===== src/rtl/espacc_rtl_basic_dma.sv =====
// espacc_rtl_basic_dma: loosely-coupled accelerator with a basic DMA master.
// It loads a program into local instruction memory, then for each pass it reads
// 8 data words, doubles each one and writes the results back to the same host
// addresses. acc_done pulses for one cycle when every pass has finished.
module espacc_rtl_basic_dma #(
  parameter int DMA_BUS_WIDTH  = 64,
  parameter int HOST_MAX_INSTR = 16,
  parameter int HOST_MAX_DATA  = 16
) (
  input  logic                     clk,
  input  logic                     rst,
  input  logic [31:0]              conf_info_reg0,
  input  logic [31:0]              conf_info_reg1,
  input  logic                     conf_done,
  output logic                     acc_done,
  output logic [31:0]              debug,
  output logic                     dma_read_ctrl_valid,
  input  logic                     dma_read_ctrl_ready,
  output logic [31:0]              dma_read_ctrl_data_index,
  output logic [31:0]              dma_read_ctrl_data_length,
  output logic [2:0]               dma_read_ctrl_data_size,
  input  logic                     dma_read_chnl_valid,
  output logic                     dma_read_chnl_ready,
  input  logic [DMA_BUS_WIDTH-1:0] dma_read_chnl_data,
  output logic                     dma_write_ctrl_valid,
  input  logic                     dma_write_ctrl_ready,
  output logic [31:0]              dma_write_ctrl_data_index,
  output logic [31:0]              dma_write_ctrl_data_length,
  output logic [2:0]               dma_write_ctrl_data_size,
  output logic                     dma_write_chnl_valid,
  input  logic                     dma_write_chnl_ready,
  output logic [DMA_BUS_WIDTH-1:0] dma_write_chnl_data
);

  // Words carried by one DMA beat, passes over the data region, beats per pass.
  localparam int WPB        = DMA_BUS_WIDTH / 32;
  localparam int PASSES     = HOST_MAX_DATA / 8;
  localparam int DATA_BEATS = 8 / WPB;

  localparam logic [2:0] SIZE_WORD = 3'b010;

  typedef enum logic [3:0] {
    S_IDLE         = 4'd0,
    S_CONFIG       = 4'd1,
    S_PROG_RD_CTRL = 4'd2,
    S_PROG_RD_CHNL = 4'd3,
    S_DATA_RD_CTRL = 4'd4,
    S_DATA_RD_CHNL = 4'd5,
    S_COMPUTE      = 4'd6,
    S_WR_CTRL      = 4'd7,
    S_WR_CHNL      = 4'd8,
    S_DONE         = 4'd9
  } state_t;

  state_t      r_state;
  state_t      w_state_next;

  logic [31:0] r_base;      // program base word index
  logic [31:0] r_count;     // instruction count, already clamped
  logic [7:0]  r_cnt;       // beat counter, reused as the compute word index
  logic [7:0]  r_pass;      // current data pass

  logic [31:0] r_imem [HOST_MAX_INSTR];
  logic [31:0] r_buf  [8];

  logic [31:0] w_clamped;
  logic [31:0] w_prog_len;
  logic [31:0] w_data_index;
  logic        w_prog_last;
  logic        w_data_last;
  logic        w_cmp_last;
  logic        w_pass_last;
  logic        w_prog_fire;
  logic        w_data_fire;
  logic [DMA_BUS_WIDTH-1:0] w_wr_data;

  assign w_clamped    = (conf_info_reg1 > 32'(HOST_MAX_INSTR)) ? 32'(HOST_MAX_INSTR)
                                                               : conf_info_reg1;
  // Program read length rounds up so an odd word count still fetches its tail.
  assign w_prog_len   = (r_count + 32'(WPB - 1)) / 32'(WPB);
  assign w_data_index = r_base + 32'(HOST_MAX_INSTR) + {21'd0, r_pass, 3'd0};
  assign w_prog_last  = ({24'd0, r_cnt} == (w_prog_len - 32'd1));
  assign w_data_last  = (r_cnt == 8'(DATA_BEATS - 1));
  assign w_cmp_last   = (r_cnt == 8'd7);
  assign w_pass_last  = (({24'd0, r_pass} + 32'd1) >= 32'(PASSES));
  assign w_prog_fire  = (r_state == S_PROG_RD_CHNL) && dma_read_chnl_valid;
  assign w_data_fire  = (r_state == S_DATA_RD_CHNL) && dma_read_chnl_valid;

  assign debug = {8'd0, r_pass, r_cnt, 4'd0, r_state};

  // State register.
  always_ff @(posedge clk) begin
    if (rst) begin
      r_state <= S_IDLE;
    end else begin
      r_state <= w_state_next;
    end
  end

  // Next-state decode and handshake outputs; ctrl fields read 0 while valid is low.
  always_comb begin
    w_state_next               = r_state;
    acc_done                   = 1'b0;
    dma_read_ctrl_valid        = 1'b0;
    dma_read_ctrl_data_index   = 32'd0;
    dma_read_ctrl_data_length  = 32'd0;
    dma_read_ctrl_data_size    = 3'd0;
    dma_read_chnl_ready        = 1'b0;
    dma_write_ctrl_valid       = 1'b0;
    dma_write_ctrl_data_index  = 32'd0;
    dma_write_ctrl_data_length = 32'd0;
    dma_write_ctrl_data_size   = 3'd0;
    dma_write_chnl_valid       = 1'b0;
    case (r_state)
      S_IDLE: begin
        if (conf_done) w_state_next = S_CONFIG;
      end
      S_CONFIG: begin
        w_state_next = (r_count == 32'd0) ? S_DATA_RD_CTRL : S_PROG_RD_CTRL;
      end
      S_PROG_RD_CTRL: begin
        dma_read_ctrl_valid       = 1'b1;
        dma_read_ctrl_data_index  = r_base;
        dma_read_ctrl_data_length = w_prog_len;
        dma_read_ctrl_data_size   = SIZE_WORD;
        if (dma_read_ctrl_ready) w_state_next = S_PROG_RD_CHNL;
      end
      S_PROG_RD_CHNL: begin
        dma_read_chnl_ready = 1'b1;
        if (dma_read_chnl_valid && w_prog_last) w_state_next = S_DATA_RD_CTRL;
      end
      S_DATA_RD_CTRL: begin
        dma_read_ctrl_valid       = 1'b1;
        dma_read_ctrl_data_index  = w_data_index;
        dma_read_ctrl_data_length = 32'(DATA_BEATS);
        dma_read_ctrl_data_size   = SIZE_WORD;
        if (dma_read_ctrl_ready) w_state_next = S_DATA_RD_CHNL;
      end
      S_DATA_RD_CHNL: begin
        dma_read_chnl_ready = 1'b1;
        if (dma_read_chnl_valid && w_data_last) w_state_next = S_COMPUTE;
      end
      S_COMPUTE: begin
        if (w_cmp_last) w_state_next = S_WR_CTRL;
      end
      S_WR_CTRL: begin
        dma_write_ctrl_valid       = 1'b1;
        dma_write_ctrl_data_index  = w_data_index;
        dma_write_ctrl_data_length = 32'(DATA_BEATS);
        dma_write_ctrl_data_size   = SIZE_WORD;
        if (dma_write_ctrl_ready) w_state_next = S_WR_CHNL;
      end
      S_WR_CHNL: begin
        dma_write_chnl_valid = 1'b1;
        if (dma_write_chnl_ready && w_data_last) begin
          w_state_next = w_pass_last ? S_DONE : S_DATA_RD_CTRL;
        end
      end
      S_DONE: begin
        acc_done     = 1'b1;
        w_state_next = S_IDLE;
      end
      default: w_state_next = S_IDLE;
    endcase
  end

  // Configuration latch, beat/compute counter and pass index.
  always_ff @(posedge clk) begin
    if (rst) begin
      r_base  <= 32'd0;
      r_count <= 32'd0;
      r_cnt   <= 8'd0;
      r_pass  <= 8'd0;
    end else begin
      case (r_state)
        S_IDLE: begin
          if (conf_done) begin
            r_base  <= conf_info_reg0;
            r_count <= w_clamped;
            r_cnt   <= 8'd0;
            r_pass  <= 8'd0;
          end
        end
        S_PROG_RD_CHNL: begin
          if (dma_read_chnl_valid) r_cnt <= w_prog_last ? 8'd0 : r_cnt + 8'd1;
        end
        S_DATA_RD_CHNL: begin
          if (dma_read_chnl_valid) r_cnt <= w_data_last ? 8'd0 : r_cnt + 8'd1;
        end
        S_COMPUTE: begin
          r_cnt <= w_cmp_last ? 8'd0 : r_cnt + 8'd1;
        end
        S_WR_CHNL: begin
          if (dma_write_chnl_ready) begin
            if (w_data_last) begin
              r_cnt  <= 8'd0;
              r_pass <= r_pass + 8'd1;
            end else begin
              r_cnt <= r_cnt + 8'd1;
            end
          end
        end
        S_DONE: begin
          r_pass <= 8'd0;
        end
        default: ;
      endcase
    end
  end

  // Each instruction word has a fixed beat and lane; words past the count stay untouched.
  genvar gi;
  generate
    for (gi = 0; gi < HOST_MAX_INSTR; gi++) begin : g_imem
      // Capture this instruction word when its beat arrives.
      always_ff @(posedge clk) begin
        if (w_prog_fire && (r_cnt == 8'(gi / WPB)) && (32'(gi) < r_count)) begin
          r_imem[gi] <= dma_read_chnl_data[32*(gi % WPB) +: 32];
        end
      end
    end

    for (gi = 0; gi < 8; gi++) begin : g_buf
      // Fill from the read stream, then double in place on this word's compute cycle.
      always_ff @(posedge clk) begin
        if (w_data_fire && (r_cnt == 8'(gi / WPB))) begin
          r_buf[gi] <= dma_read_chnl_data[32*(gi % WPB) +: 32];
        end else if ((r_state == S_COMPUTE) && (r_cnt == 8'(gi))) begin
          r_buf[gi] <= {r_buf[gi][30:0], 1'b0};
        end
      end
    end

    for (gi = 0; gi < WPB; gi++) begin : g_wr_lane
      logic [2:0] w_addr;
      assign w_addr = 3'(r_cnt * 8'(WPB) + 8'(gi));
      assign w_wr_data[32*gi +: 32] = r_buf[w_addr];
    end
  endgenerate

  // The beat only changes on a handshake, so a stalled beat stays stable.
  assign dma_write_chnl_data = (r_state == S_WR_CHNL) ? w_wr_data : '0;

endmodule


===== config.mk =====
export PLATFORM = sky130hd
export DESIGN_NAME = espacc_rtl_basic_dma
export DESIGN_NICKNAME = d
export VERILOG_FILES = /design/src/rtl/espacc_rtl_basic_dma.sv
export SDC_FILE = /design/constraint.sdc
export NUM_CORES = 1
export LEC_CHECK = 0
export ABC_CLOCK_PERIOD_IN_PS = 4200
export BUFFER_PORTS_ARGS = -buffer_cell sky130_fd_sc_hd__buf_2
export CAP_MARGIN = 30
export CORE_ASPECT_RATIO = 2
export CORE_MARGIN = 4
export CORE_UTILIZATION = 51
export DETAILED_ROUTE_END_ITERATION = 10
export PLACE_DENSITY = 0.87
export SETUP_SLACK_MARGIN = 0.05
export SKIP_CTS_REPAIR_TIMING = 1
export SLEW_MARGIN = 40
export SYNTH_ARGS = -nofsm -noshare
export SYNTH_HDL_FRONTEND = slang
export SYNTH_SLANG_ARGS = --single-unit

===== constraint.sdc =====
create_clock -name clk -period 4.2 [get_ports clk]
set_input_delay 0.84 -clock clk [delete_from_list [all_inputs] [get_ports clk]]
set_output_delay 0.84 -clock clk [all_outputs]
set_load 0.01 [all_outputs]

* After elaboration in Yosys (flattened, before gate mapping)
Memory sizes are Yosys's and may differ from the RTL's. A register that Yosys moved wholly into a read port is not among the register bits.
Index checks and enable logic that the tools add are counted.
** Cells by class
- Mux-type cells :: 95
- Add/sub/neg operators :: 8
- Reduce and logical (&&, ||, !) cells :: 33
- Equality and inequality tests :: 29
- Order comparisons :: 2
- Bitwise logic cells :: 8
** Operators with widths (count)
- $mux 32 :: 16
- $reduce_or 32->1 :: 6
- $mux 8 :: 9
- $mux 64 :: 1
- $pmux 32 s2 :: 1
- $pmux 31 s2 :: 1
- $mux 1 :: 43
- $pmux 8 s5 :: 1
- $mux 4 :: 9
- $pmux 4 s9 :: 1
- $add 32x1->32 const B :: 1
- $add 32x11->32 :: 1
- $add 32x5->32 const B :: 1
- $eq 8x3->1 const B :: 4
- $eq 8x32->1 :: 1
- $gt 32x5->1 const B :: 1
- $logic_not 32->1 :: 1
- $sub 31x1->32 const B :: 1
- $mux 3 :: 10
- $pmux 8 s3 :: 1
- $ne 2x2->1 const B :: 10
- $add 8x1->8 const B :: 2
- $eq 4x3->1 const B :: 4
- $eq 8x2->1 const B :: 2
- other kinds (20) :: 47
** Word-level totals
- Memories kept :: 1
- Output and inout port bits :: 235
- Bits of input ports :: 135
- Bits in writable memories :: 256
- Logic and storage cells :: 181
- Register bits after elaboration :: 84
** Memories
- r_buf :: depth 8, bits a word 32, rd ports 10, clocked after Yosys merged registers in 1, wr ports 2, line 64 : logic [31:0] r_buf [8];

* Logic depth before layout (Yosys ltp)
- Depth after elaboration :: 10
- Depth in mapped cells :: 16
- Depth with buffers taken out :: 16

* Least setup slack after synthesis
OpenSTA, ideal clock, no wires.
- Path kind :: register to register
- Start point :: register r_cnt[6]
- End point :: memory r_buf[1][0], enable pin
- Clock period less this slack :: 4.293 ns
- Setup time :: 0.466 ns
- Cell stages (with the launch flop) :: 5
- Data required time :: 3.734 ns
- Slack :: -0.093 ns
- Buffers on the path :: 1
- Arrival time :: 3.828 ns
- Cells stage by stage :: dfxtp_1 clkbuf_1 nor4_1 nand2_1 o21ai_0
** RTL lines
- start: declaration :: line 60 : logic [7:0] r_cnt;
- start signal: assignment :: line 185 : if (dma_read_chnl_valid) r_cnt <= w_prog_last ? 8'd0 : r_cnt + 8'd1;
- start signal: assignment :: line 188 : if (dma_read_chnl_valid) r_cnt <= w_data_last ? 8'd0 : r_cnt + 8'd1;
- start signal: assignment :: line 191 : r_cnt <= w_cmp_last ? 8'd0 : r_cnt + 8'd1;
- end: declaration :: line 64

* Worst setup path in the final report
- Start point :: register r_base[4]
- End point :: output dma_read_ctrl_data_index[26]
** On the way
- Word-level cells in the longest chain between the ends :: 3
** RTL lines
- start: declaration :: line 58 : logic [31:0] r_base;
- start signal: assignment :: line 178 : r_base <= conf_info_reg0;
- $add 32x5->32 :: line 81 : assign w_data_index = r_base + 32'(HOST_MAX_INSTR) + {21'd0, r_pass, 3'd0};
- $add 32x11->32 :: line 81
- $pmux 32 s2 :: line 114 : case (r_state)
- end: declaration :: line 19 : output logic [31:0] dma_read_ctrl_data_index,
No other way between the ends.

==> impl_metrics.yaml <==
outcome:
  outcome: "finished, violations left"
  failed_checks: "negative setup slack"
place:
  io_buffer_count: 321
  weighted_congestion_at_the_end_of_routability_driven_global_placement: 0.9382
  dpl.cell_count: 2550
  dp.final_hpwl_um: 43780
timing:
  worst_slew_margin_pct: 45.01
  min_period_over_period_pct: 106.5
  least_margin_pin_slew_ns: 0.8248
  achievable-frequency_mhz: 223.6
  timing.final.max_slew_violations: 0
  report.final.setup_viol: 27
  layout_min_cycle_time_ns: 4.472
  hold_viol_final: 0
  finClkSkew_ns: 0.02419
  layout_setup_ws_ns: -0.2716
  final.hold.worst_slack_ns: 0.4757
  rsz0062_at_grt: "yes"
grt:
  antenna_violations_before_repair: 11
  grt.total_usage_pct: 28.21
  grt_start_max_net_pins: 75
  grt_first_pass_wirelength_um: 93760
  grt-ovfl-total: 0
  vias_in_the_first_global_route: 16746
final_layout:
  stdcell_count: 2632
  syn2layout_area_growth_pct: 18.61
  seq_area_um2: 9407
  post_route_cells_drive_above_1_share_pct: 38.99
  multi_input_comb_area_um2: 10120
  net_count_of_the_finished_layout: 2241
  final.fill_count: 3104
synth:
  synth.largest_area_cell: "sky130_fd_sc_hd__edfxtp_1"
  yosysUniqueCellTypes: 80
  mappedNetlistArea_um2: 20060
  yosys_warnings: 0
  netlist.area_leader.share_pct: 38.18
  syn_inst: 1759
  synth_area_per_cell_um2: 11.40
  ys_ff_latch: 342
  synth-edff-count: 255
  synth_sequential_area_ratio_pct: 46.86
  ys_async_sr_fraction_pct: 0
  synthFlopType: "sky130_fd_sc_hd__edfxtp_1"
  post_synth_main_area_contributors: "sky130_fd_sc_hd__edfxtp_1 (38%), sky130_fd_sc_hd__mux2_2 (12%), sky130_fd_sc_hd__dfxtp_1 (8.7%), sky130_fd_sc_hd__mux4_2 (7.2%), sky130_fd_sc_hd__and3_1 (2.7%)"
clock_network:
  ctsHtreeMaxLevel: 2
  clk_root_buffer_cell: "sky130_fd_sc_hd__clkbuf_16"
  tritoncts_buffers: 34
  worst_setup_hold_path_clk_slew_ns: 0.06
  cts_tree: "built"
  clock-sinks: 342
  worst_skew_pair.late_latency_ns: 0.53
  cts_buffer_depth: 3
min_path:
  min_delay_worst_endpoint: "r_buf[4][0]$_SDFFE_PP0P_"
  hold_path.class: "reg2reg"
  min_from: "r_buf[4][0]$_SDFFE_PP0P_"
  hold_path_depth: 2
worst_setup_path:
  timing.setup.critical_path_class: "reg2out"
  ff2ff_path_depth: 13
  cp.required_ns: 3.36
  critical_register_to_register_path_startpoint: "r_count[12]$_SDFFE_PP0P_"
  most_repeated_library_cell_on_the_critical_path: "sky130_fd_sc_hd__a21oi_2"
  cpMaxStageDelayCell: "sky130_fd_sc_hd__or3_1"
  worst-path-max-fanout: 3
  worstReg2RegEnd: "r_state[3]$_SDFFE_PP0P_"
  regToRegSetupSlack_ns: 0.17
  critPathArrivalTime_ns: 3.63
  worstPathCellList: "inv_2 -> ha_4 -> inv_2 -> ha_4 -> fa_2 -> a21o_1 -> a21oi_2 -> o21bai_1 -> a21oi_2 -> o21bai_2 -> a21oi_2 -> nor4_4 -> and2_4 -> nand4_1 -> or3_1 -> o21ai_1 -> buf_2"
  setup.worst_path.end_class: "output pin"
  critPathLaunchType: "flop"
  worst_path_largest_cell_delay_ns: 0.42
die:
  coreArea_um2: 38800
  io-pin-count: 370
  die_h_um: 288.5
  fp.dieArea_um2: 42760
  row_count: 102
  initial_utilization_pct: 51.70
  die_width_um: 148.2
route:
  detail_route.drc_violations: 0
  first_drt_pass_iteration_count: 6
  detail_route.wl_per_cell_um: 23.95
  antenna_violating_nets_post_route: 0
  first_iter_violations: 1132
  total_via_count_in_the_routed_design: 16109
  vias_per_cell: 6.120
  postRouteWirelength_um: 63040
pwr:
  static-leakage-power_nw: 9.491
  power_per_cell_area_nw_per_um2: 383.0
  power.ir.vdd_worst_uv: 423.2
run:
  cap_viol_max_count: 0
critical path: cells and delay by family (launching register included):
family | cells | cell delay, ns
and+or+nand+nor | 4 | 1.15
AOI/OAI and AO/OA | 7 | 0.83
adders and majority gates | 3 | 0.57
DFF | 1 | 0.34
buffers and inverters | 3 | 0.26
how the worst max path moves through the flow:
stage / from / to / slack, ns
final: r_base[4]$_SDFFE_PP0P_ / dma_read_ctrl_data_index[26] / -0.27
after global routing: r_base[4]$_SDFFE_PP0P_ / dma_read_ctrl_data_index[26] / -0.40
after CTS: r_pass[1]$_SDFFE_PP0P_ / dma_read_ctrl_data_index[26] / -0.72
after detailed placement: r_pass[1]$_SDFFE_PP0P_ / dma_read_ctrl_data_index[26] / -0.11
after global placement: r_pass[1]$_SDFFE_PP0P_ / dma_read_ctrl_data_index[26] / 0.02
after floorplan: r_pass[1]$_SDFFE_PP0P_ / dma_read_ctrl_data_index[26] / 0.12
area by class of cell:
| type | count | area share (%) |
|---|---|---|
| inverter | 29 | 0.4576 |
| tap | 520 | 2.735 |
| clock inverter | 15 | 0.8363 |
| timing repair buffer | 418 | 9.977 |
| antenna | 9 | 0.09467 |
| sequential | 342 | 39.54 |
| clock buffer | 44 | 3.824 |
| multi-input combinational | 1255 | 42.53 |
state kept, by name (all words and copies together), names as in the netlist, named ones only:
name,flops
r_pass,8
r_cnt,8
r_base,32
r_buf,256
r_state,4
r_count,32
layer usage:
| layer | up-vias | share of wire (%) | global-route usage (%) |
|---|---|---|---|
| met2 | 864 | 53 | 51.62 |
| li1 | 7152 | - | - |
| met1 | 7862 | 34 | 28.85 |
| met3 | 227 | 6.8 | 5.150 |
| met5 | - | 0.043 | 0 |
| met4 | 4 | 7.0 | 19.08 |
cells by family (layout without fill, tap and decap cells):
logic type	Yosys count	after routing	synth area share [%]
buffers and inverters	209	506	5.009
AO/OA/AOI/OAI	243	243	8.141
adder cells (fa/ha/maj)	26	26	1.659
multiplexers	284	284	19.52
XOR/XNOR	81	81	3.681
flip-flops	342	342	46.86
AND/OR/NAND/NOR	573	573	15.11
other	1	57	0.01870
synthesized netlist by cell type, types with 13 or more instances:
cell type,n
sky130_fd_sc_hd__edfxtp_1,255
sky130_fd_sc_hd__mux2_2,217
sky130_fd_sc_hd__nand2_1,133
sky130_fd_sc_hd__nor2_1,113
sky130_fd_sc_hd__clkbuf_1,105
sky130_fd_sc_hd__dfxtp_1,87
sky130_fd_sc_hd__and3_1,86
sky130_fd_sc_hd__mux4_2,64
sky130_fd_sc_hd__a21oi_1,63
sky130_fd_sc_hd__buf_4,52
sky130_fd_sc_hd__and2_1,49
sky130_fd_sc_hd__o21ai_0,49
sky130_fd_sc_hd__nand3_1,46
sky130_fd_sc_hd__xnor2_1,45
sky130_fd_sc_hd__a22o_1,39
sky130_fd_sc_hd__xor2_1,34
sky130_fd_sc_hd__inv_1,29
sky130_fd_sc_hd__nand4_1,29
sky130_fd_sc_hd__nor4_1,27
sky130_fd_sc_hd__ha_1,25
sky130_fd_sc_hd__nor3_1,22
sky130_fd_sc_hd__a31oi_1,16
sky130_fd_sc_hd__buf_1,13
where the power goes:
part           leakage [nW]  switching [mW]  internal, mW
combinational          5.88            1.33         0.745
clock                 0.527            1.34          1.79
sequential             3.08           0.165          3.74
stage by stage:
step	cell area [um2]	worst slack, ns	power (mW)	setup TNS [ns]	util (%)
2_1_floorplan	20240	0.1236	5.201	0	-
3_3_place_gp	22280	0.02438	5.887	0	57.44
3_5_place_dp	22320	-0.1064	5.944	-0.1190	57.52
4_1_cts	23430	-0.7243	9.051	-10.63	60.38
5_1_grt	23790	-0.4025	9.478	-8.038	61.31
6_report	23790	-0.2716	9.111	-3.412	61.32
cell usage in the layout (no fill, tap or decap), drive strengths merged, types with 23 or more instances in the layout:
cell	count
buf	418
edfxtp	255
mux2	217
nand2	133
nor2	114
dfxtp	87
and3	86
mux4	64
a21oi	63
and2	51
o21ai	51
conb	48
nand3	47
xnor2	45
clkbuf	44
a22o	39
xor2	34
inv	31
nor4	31
nand4	30
ha	25
nor3	23
(Power assumes the default switching activity.)
